==> config.mk <==
export PLATFORM = sky130hd
export DESIGN_NAME = mac_lane_engine_flat
export DESIGN_NICKNAME = d
export VERILOG_FILES = /design/src/rtl/mac_lane_engine_if.sv /design/src/rtl/mac_lane_engine.sv /design/src/flat_wrapper.sv
export SDC_FILE = /design/constraint.sdc
export NUM_CORES = 2
export LEC_CHECK = 0
export BUFFER_PORTS_ARGS = -buffer_cell sky130_fd_sc_hd__buf_2
export CAP_MARGIN = 20
export CORE_AREA = 2 2 282 284
export CTS_CLUSTER_DIAMETER = 50
export DETAILED_ROUTE_END_ITERATION = 7
export DIE_AREA = 0 0 284 286
export SLEW_MARGIN = 40
export SYNTH_ARGS = -nofsm -noshare
export SYNTH_HDL_FRONTEND = slang
export SYNTH_SLANG_ARGS = --single-unit
==> constraint.sdc <==
create_clock -name clk -period 10.3 [get_ports clk]
set_input_delay 0 -clock clk [delete_from_list [all_inputs] [get_ports clk]]
set_output_delay 0 -clock clk [all_outputs]
set_load 0.005 [all_outputs]
==> src/rtl/mac_lane_engine_if.sv <==
// Bus bundle for the MAC lane engine: job control, coefficient ROM port,
// sample-vector handshake and SRAM write port.
interface mac_lane_engine_if #(
    parameter int LANES  = 4,
    parameter int X_W    = 8,
    parameter int A_W    = 14,
    parameter int ROM_AW = 4,
    parameter int RAM_AW = 8,
    parameter int RAM_DW = 32
) ();
    logic                    start;
    logic                    wr_ptr_clr;
    logic                    busy;
    logic                    done;
    logic [ROM_AW-1:0]       rom_addr;
    logic [A_W-1:0]          a_data;
    logic [LANES*X_W-1:0]    x_data;
    logic                    x_valid;
    logic                    x_ready;
    logic                    ram_we_n;
    logic [RAM_AW-1:0]       ram_addr;
    logic [RAM_DW-1:0]       ram_wdata;
    logic [LANES-1:0]        sat;

    // engine side
    modport slave (
        input  start, wr_ptr_clr, a_data, x_data, x_valid,
        output busy, done, rom_addr, x_ready, ram_we_n, ram_addr, ram_wdata, sat
    );

    // controller / memory side
    modport master (
        output start, wr_ptr_clr, a_data, x_data, x_valid,
        input  busy, done, rom_addr, x_ready, ram_we_n, ram_addr, ram_wdata, sat
    );
endinterface

==> src/rtl/mac_lane_engine.sv <==
// LANES-wide multiply-accumulate engine. Each job accumulates TERMS
// coefficient*sample products per lane, clamps to ACC_W bits and writes the
// results one lane per cycle to SRAM at a persistent, wrapping pointer.
//
//  state  | meaning
//  -------+-----------------------------------------------------------
//  IDLE   | waiting for start; wr_ptr_clr honoured here
//  RD     | rom_addr = term index, ROM data arrives next cycle
//  MAC    | x_ready high; accumulate on x_valid, otherwise stall
//  SAT    | clamp accumulators, update sticky sat flags
//  WR     | one lane per cycle onto the SRAM write port
//  DONE   | one-cycle done pulse
module mac_lane_engine #(
    parameter int LANES  = 4,
    parameter int X_W    = 8,
    parameter int A_W    = 14,
    parameter int ACC_W  = 18,
    parameter int TERMS  = 8,
    parameter int ROM_AW = 4,
    parameter int RAM_AW = 8,
    parameter int RAM_DW = 32,
    parameter bit SIGNED = 1'b1
) (
    input logic               clk,
    input logic               rst,
    mac_lane_engine_if.slave  bus
);
    // Accumulator is wide enough that TERMS full-scale products never wrap.
    localparam int AW = X_W + A_W + $clog2(TERMS) + 1;
    localparam int LW = (LANES > 1) ? $clog2(LANES) : 1;
    localparam logic [ROM_AW-1:0] K_LAST = ROM_AW'(TERMS - 1);
    localparam logic [LW-1:0]     J_LAST = LW'(LANES - 1);

    localparam logic signed [AW-1:0] S_MAX = {{(AW-ACC_W+1){1'b0}}, {(ACC_W-1){1'b1}}};
    localparam logic signed [AW-1:0] S_MIN = {{(AW-ACC_W+1){1'b1}}, {(ACC_W-1){1'b0}}};
    localparam logic signed [AW-1:0] U_MAX = {{(AW-ACC_W){1'b0}}, {ACC_W{1'b1}}};

    typedef enum logic [2:0] {S_IDLE, S_RD, S_MAC, S_SAT, S_WR, S_DONE} state_t;

    state_t                  state;
    logic [ROM_AW-1:0]       k;
    logic [LW-1:0]           j;
    logic [RAM_AW-1:0]       ptr;
    logic [A_W-1:0]          a_lat;
    logic                    a_first;
    logic signed [AW-1:0]    acc [LANES];
    logic [ACC_W-1:0]        res [LANES];

    logic [A_W-1:0]          a_use;
    logic signed [AW-1:0]    prod [LANES];
    logic [ACC_W-1:0]        res_c [LANES];
    logic [LANES-1:0]        clip_c;

    function automatic logic signed [AW-1:0] widen_x(input logic [X_W-1:0] v);
        if (SIGNED) widen_x = AW'($signed(v));
        else        widen_x = AW'(v);
    endfunction

    function automatic logic signed [AW-1:0] widen_a(input logic [A_W-1:0] v);
        if (SIGNED) widen_a = AW'($signed(v));
        else        widen_a = AW'(v);
    endfunction

    function automatic logic [RAM_DW-1:0] ext_res(input logic [ACC_W-1:0] v);
        if (SIGNED) ext_res = RAM_DW'($signed(v));
        else        ext_res = RAM_DW'(v);
    endfunction

    // Per-lane products; the ROM word is used live on the first MAC cycle and
    // from the latch while stalled.
    always_comb begin
        a_use = a_first ? bus.a_data : a_lat;
        for (int i = 0; i < LANES; i++) begin
            prod[i] = widen_x(bus.x_data[i*X_W +: X_W]) * widen_a(a_use);
        end
    end

    // Clamp each accumulator into the stored result range.
    always_comb begin
        for (int i = 0; i < LANES; i++) begin
            clip_c[i] = 1'b0;
            res_c[i]  = acc[i][ACC_W-1:0];
            if (SIGNED) begin
                if (acc[i] > S_MAX) begin
                    res_c[i]  = S_MAX[ACC_W-1:0];
                    clip_c[i] = 1'b1;
                end else if (acc[i] < S_MIN) begin
                    res_c[i]  = S_MIN[ACC_W-1:0];
                    clip_c[i] = 1'b1;
                end
            end else if (acc[i] > U_MAX) begin
                res_c[i]  = U_MAX[ACC_W-1:0];
                clip_c[i] = 1'b1;
            end
        end
    end

    // Job sequencer with registered outputs.
    always_ff @(posedge clk or negedge rst) begin
        if (!rst) begin
            state         <= S_IDLE;
            k             <= '0;
            j             <= '0;
            ptr           <= '0;
            a_lat         <= '0;
            a_first       <= 1'b0;
            bus.busy      <= 1'b0;
            bus.done      <= 1'b0;
            bus.x_ready   <= 1'b0;
            bus.ram_we_n  <= 1'b1;
            bus.rom_addr  <= '0;
            bus.ram_addr  <= '0;
            bus.ram_wdata <= '0;
            bus.sat       <= '0;
            for (int i = 0; i < LANES; i++) begin
                acc[i] <= '0;
                res[i] <= '0;
            end
        end else begin
            case (state)
                S_IDLE: begin
                    if (bus.wr_ptr_clr) ptr <= '0;
                    if (bus.start) begin
                        state        <= S_RD;
                        bus.busy     <= 1'b1;
                        k            <= '0;
                        bus.rom_addr <= '0;
                        bus.sat      <= '0;
                        for (int i = 0; i < LANES; i++) acc[i] <= '0;
                    end
                end
                S_RD: begin
                    state       <= S_MAC;
                    bus.x_ready <= 1'b1;
                    a_first     <= 1'b1;
                end
                S_MAC: begin
                    if (a_first) begin
                        a_lat   <= bus.a_data;
                        a_first <= 1'b0;
                    end
                    if (bus.x_valid) begin
                        bus.x_ready <= 1'b0;
                        for (int i = 0; i < LANES; i++) acc[i] <= acc[i] + prod[i];
                        if (k == K_LAST) begin
                            state <= S_SAT;
                        end else begin
                            k            <= k + 1'b1;
                            bus.rom_addr <= k + 1'b1;
                            state        <= S_RD;
                        end
                    end
                end
                S_SAT: begin
                    for (int i = 0; i < LANES; i++) res[i] <= res_c[i];
                    bus.sat       <= bus.sat | clip_c;
                    state         <= S_WR;
                    j             <= '0;
                    bus.ram_we_n  <= 1'b0;
                    bus.ram_addr  <= ptr;
                    bus.ram_wdata <= ext_res(res_c[0]);
                    ptr           <= ptr + 1'b1;
                end
                S_WR: begin
                    if (j == J_LAST) begin
                        bus.ram_we_n <= 1'b1;
                        bus.done     <= 1'b1;
                        state        <= S_DONE;
                    end else begin
                        j             <= j + 1'b1;
                        bus.ram_addr  <= ptr;
                        bus.ram_wdata <= ext_res(res[j + 1'b1]);
                        ptr           <= ptr + 1'b1;
                    end
                end
                S_DONE: begin
                    bus.done <= 1'b0;
                    bus.busy <= 1'b0;
                    state    <= S_IDLE;
                end
                default: state <= S_IDLE;
            endcase
        end
    end
endmodule

==> src/flat_wrapper.sv <==
// flat-port wrapper written by rule: the top's interface ports become plain ports
module mac_lane_engine_flat 
#(
    parameter int LANES  = 4,
    parameter int X_W    = 8,
    parameter int A_W    = 14,
    parameter int ACC_W  = 18,
    parameter int TERMS  = 8,
    parameter int ROM_AW = 4,
    parameter int RAM_AW = 8,
    parameter int RAM_DW = 32,
    parameter bit SIGNED = 1'b1
)
  (clk, rst, bus_start, bus_wr_ptr_clr, bus_a_data, bus_x_data, bus_x_valid, bus_busy, bus_done, bus_rom_addr, bus_x_ready, bus_ram_we_n, bus_ram_addr, bus_ram_wdata, bus_sat);
  mac_lane_engine_if #(.LANES(LANES), .X_W(X_W), .A_W(A_W), .ROM_AW(ROM_AW), .RAM_AW(RAM_AW), .RAM_DW(RAM_DW)) bus_i ();
  input logic clk;
  input logic rst;
  input wire logic [$bits(bus_i.start)-1:0] bus_start;
  input wire logic [$bits(bus_i.wr_ptr_clr)-1:0] bus_wr_ptr_clr;
  input wire logic [$bits(bus_i.a_data)-1:0] bus_a_data;
  input wire logic [$bits(bus_i.x_data)-1:0] bus_x_data;
  input wire logic [$bits(bus_i.x_valid)-1:0] bus_x_valid;
  output wire logic [$bits(bus_i.busy)-1:0] bus_busy;
  output wire logic [$bits(bus_i.done)-1:0] bus_done;
  output wire logic [$bits(bus_i.rom_addr)-1:0] bus_rom_addr;
  output wire logic [$bits(bus_i.x_ready)-1:0] bus_x_ready;
  output wire logic [$bits(bus_i.ram_we_n)-1:0] bus_ram_we_n;
  output wire logic [$bits(bus_i.ram_addr)-1:0] bus_ram_addr;
  output wire logic [$bits(bus_i.ram_wdata)-1:0] bus_ram_wdata;
  output wire logic [$bits(bus_i.sat)-1:0] bus_sat;
  assign bus_i.start = bus_start;
  assign bus_i.wr_ptr_clr = bus_wr_ptr_clr;
  assign bus_i.a_data = bus_a_data;
  assign bus_i.x_data = bus_x_data;
  assign bus_i.x_valid = bus_x_valid;
  assign bus_busy = bus_i.busy;
  assign bus_done = bus_i.done;
  assign bus_rom_addr = bus_i.rom_addr;
  assign bus_x_ready = bus_i.x_ready;
  assign bus_ram_we_n = bus_i.ram_we_n;
  assign bus_ram_addr = bus_i.ram_addr;
  assign bus_ram_wdata = bus_i.ram_wdata;
  assign bus_sat = bus_i.sat;
  mac_lane_engine #(.LANES(LANES), .X_W(X_W), .A_W(A_W), .ACC_W(ACC_W), .TERMS(TERMS), .ROM_AW(ROM_AW), .RAM_AW(RAM_AW), .RAM_DW(RAM_DW), .SIGNED(SIGNED)) u_core (.clk(clk), .rst(rst), .bus(bus_i));
endmodule
==> impl_metrics.csv <==
group,metric,value,unit
run_status,status,"completed",
setup_path,crit_slowest_cell,"dfrtp_1",
sta,finalHoldViolCount,0,
grt,grt_usage,0.1952,
drt,drt_iter0_markers,1336,
sta,tightest_slew,0.8548,ns
place,gp_congestion,0.8656,
sta,final_max_slew_viol_count,0,
setup_path,critical_path_class,"reg2reg",
layout,syn_to_final_growth,9.369,%
synth,synth-main-ff-cell,"dfrtp_1",
job,maxCapViolCount,0,
sta,fin_crit_sh,0.8142,
place,portBuffers,102,
clock_tree,clockRootBuffer,"clkbuf_16",
grt,top_usage_layer,"met2",
floorplan,die_area,0.08122,sq mm
clock_tree,tritoncts,"yes",
synth,ys_ff_latch,242,
floorplan,start_util,0.3971,
setup_path,crit_path_end_kind,"flop",
grt,grt_pass1_vias,23678,
synth,yosysSeqAreaShare,0.1947,
drt,routedWlPerCell,16.80,um
drt,vias,23717,
setup_path,path_max_fanout,33,
sta,slew_headroom,0.4301,
setup_path,crit_required,10.79,ns
grt,grt_use_met3,0.03222,
setup_path,r2r-end,"u_core.acc[103]$_DFFE_PN0P_",
floorplan,core_area,0.07836,sq mm
synth,synthArstFlopShare,1.000,
synth,synth_largest_area_cell,"fa_1",
drt,drt_pass1_iterations,5,
floorplan,die_h,286,um
synth,synth_nets,4259,
drt,wl,78.22,mm
setup_path,startpoint_type,"flop",
place,dpl.hpwl,61.60,mm
clock_tree,clock_latency,0.56,ns
setup_path,critPathMaxStageDelay,0.90,ns
drt,drc_errors,0,
synth,synth.top_cell.area_share,0.2368,
clock_tree,htree_levels,2,
sta,grt_setup_unrepaired,"false",
layout,nets,4264,
setup_path,reg2reg_from,"u_core.a_first$_DFFE_PN0P_",
clock_tree,cts_buffers,40,
setup_path,arrival,8.87,ns
floorplan,ios,103,
grt,grt_overflow,0,
sta,fmax,119.2,MHz
clock_tree,cts_sinks,242,
synth,yosysUniqueCellTypes,73,
synth,syn_area_per_cell,8.716,sq um
sta,whs,0.03343,ns
grt,grt.met2_usage,0.2968,
setup_path,reg2regPathDepth,29,
drt,viasPerCell,5.094,
layout,drive_above_1_share,0.07543,
grt,gr-usage-met1,0.2901,
synth,synth_area,0.03112,sq mm
sta,final.min_clock_period,8.386,ns
floorplan,die_x,284,um
sta,setup_tns,0,ns
grt,grt_max_degree,107,
synth,synth-edff-count,0,
hold_path,holdCritPathClass,"in2async",
clock_tree,cts.clk_slew.worst_paths,0.05,ns
drt,antenna_left,0,
sta,skew,0.01760,ns
grt,antenna_found_initial,4,
synth,synth_area_leaders,"fa_1 24%, dfrtp_1 19%, ha_1 11%",
synth,yosysWarnings,0,
sta,setup_viol,0,
layout,num_antenna_cells,0,
clock_tree,clock_path_buffers,3,
floorplan,rows,103,
grt,grt_pass1_wl,128.0,mm
setup_path,ff2ff_setup_slack,1.91,ns
synth,netlist_instances,3570,
## state kept, by name, summed over array words and instances, names as in the netlist
signal                count
u_core.a_first            1
u_core.acc              104
u_core.a_lat             14
u_core.bus.sat            4
u_core.bus.busy           1
u_core.res               72
u_core.bus.x_ready        1
u_core.bus.done           1
u_core.bus.ram_addr       8
u_core.j                  2
u_core.state              3
u_core.bus.rom_addr       4
u_core.bus.ram_we_n       1
u_core.bus.ram_wdata     18
u_core.ptr                8
## through the flow
stage	std cells	setup slack, ns	instance area [sq um]	utilization
6_report	4656	1.914	34030	0.4343
5_1_grt	4656	1.187	34030	0.4343
3_5_place_dp	4576	1.918	32540	0.4153
4_1_cts	4656	1.907	34020	0.4342
2_1_floorplan	3570	2.794	31120	-
3_3_place_gp	4574	2.127	32460	0.4143
## synth_stat cells, types with 4 or more instances
master    count
inv_1       543
fa_1        368
nand2_1     356
o21ai_0     308
ha_1        270
and2_1      267
dfrtp_1     241
a21oi_1     154
nor2_1      147
clkbuf_1    143
nand3_1     142
xnor2_1     105
xor2_1       56
nor2b_1      52
a21o_1       43
nor3_1       28
nand2b_1     24
and3_1       22
a211oi_1     21
mux2_2       21
mux4_2       18
nand4_1      17
a31oi_1      15
o21a_1       15
buf_4        14
o31ai_1      14
nor4_1       13
o211ai_1     12
or3_1        12
o21bai_1     11
a31o_2        9
buf_1         9
mux2i_1       9
a21boi_0      8
o21ai_1       7
a211o_1       4
a41oi_1       4
o41a_1        4
o41ai_1       4
or2_2         4
## layer usage
metal,routed length [um],vias up
met4,1698,4
li1,-,11612
met3,3851,78
met1,39350,11550
met2,33300,473
met5,22,-
## cell usage in the layout, fill, tap and decap left out, drive strengths merged, types with 22 or more instances in the layout
cell type,n
ha,270
nand2,356
a21o,43
xor2,56
clkbuf,47
a21oi,155
nand2b,24
fa,368
o21ai,316
nor3,28
nand3,143
inv,549
nor2b,53
buf,123
xnor2,105
and3,22
and2,267
nor2,147
dfrtp,241
## worst max-delay path by stage
stage / start / to / cells after the start
finish: u_core.a_first$_DFFE_PN0P_ / u_core.acc[103]$_DFFE_PN0P_ / 29
global route: u_core.a_first$_DFFE_PN0P_ / u_core.acc[103]$_DFFE_PN0P_ / 29
CTS: u_core.a_first$_DFFE_PN0P_ / u_core.acc[103]$_DFFE_PN0P_ / 29
detailed placement: u_core.a_first$_DFFE_PN0P_ / u_core.acc[103]$_DFFE_PN0P_ / 29
global placement: u_core.a_first$_DFFE_PN0P_ / u_core.acc[103]$_DFFE_PN0P_ / 29
floorplan: u_core.a_first$_DFFE_PN0P_ / u_core.acc[103]$_DFFE_PN0P_ / 32
## cell families after synthesis
kind of cell    after synthesis  synth area share
compound gates              672            0.1288
xor+xnor                    161           0.04532
fa+ha+maj                   638            0.3453
buf+inv                     710           0.08738
flops                       242            0.1947
mux                          48           0.02352
simple gates               1099            0.1750
## final cells by class
type                       instances  area (sq um)
inverter                         543          2038
clock buffer                      47          1047
sequential                       242          6057
tap                             1050          1314
fill                            7881         44320
timing repair buffer             130         795.8
clock inverter                    26         365.4
multi-input combinational       2618         22410
## worst max-delay path: cells and delay by family, from the launching register on
family,cells,cell delay (ns)
buf+inv,3,0.15
mux,1,0.74
fa+ha+maj,6,2.71
xor+xnor,1,0.14
simple gates,4,0.78
flops,1,0.90
compound gates,14,2.87
## what timing repair did
item                                    CTS  global route
setup buffers                             0             0
hold endpoints to repair                119             0
resized for setup                         0             0
hold buffers                              7             0
endpoints found under the setup margin    0             0
Power is not shown: default switching activity piles up to over one toggle a cycle in this logic, so the estimate is an artifact.
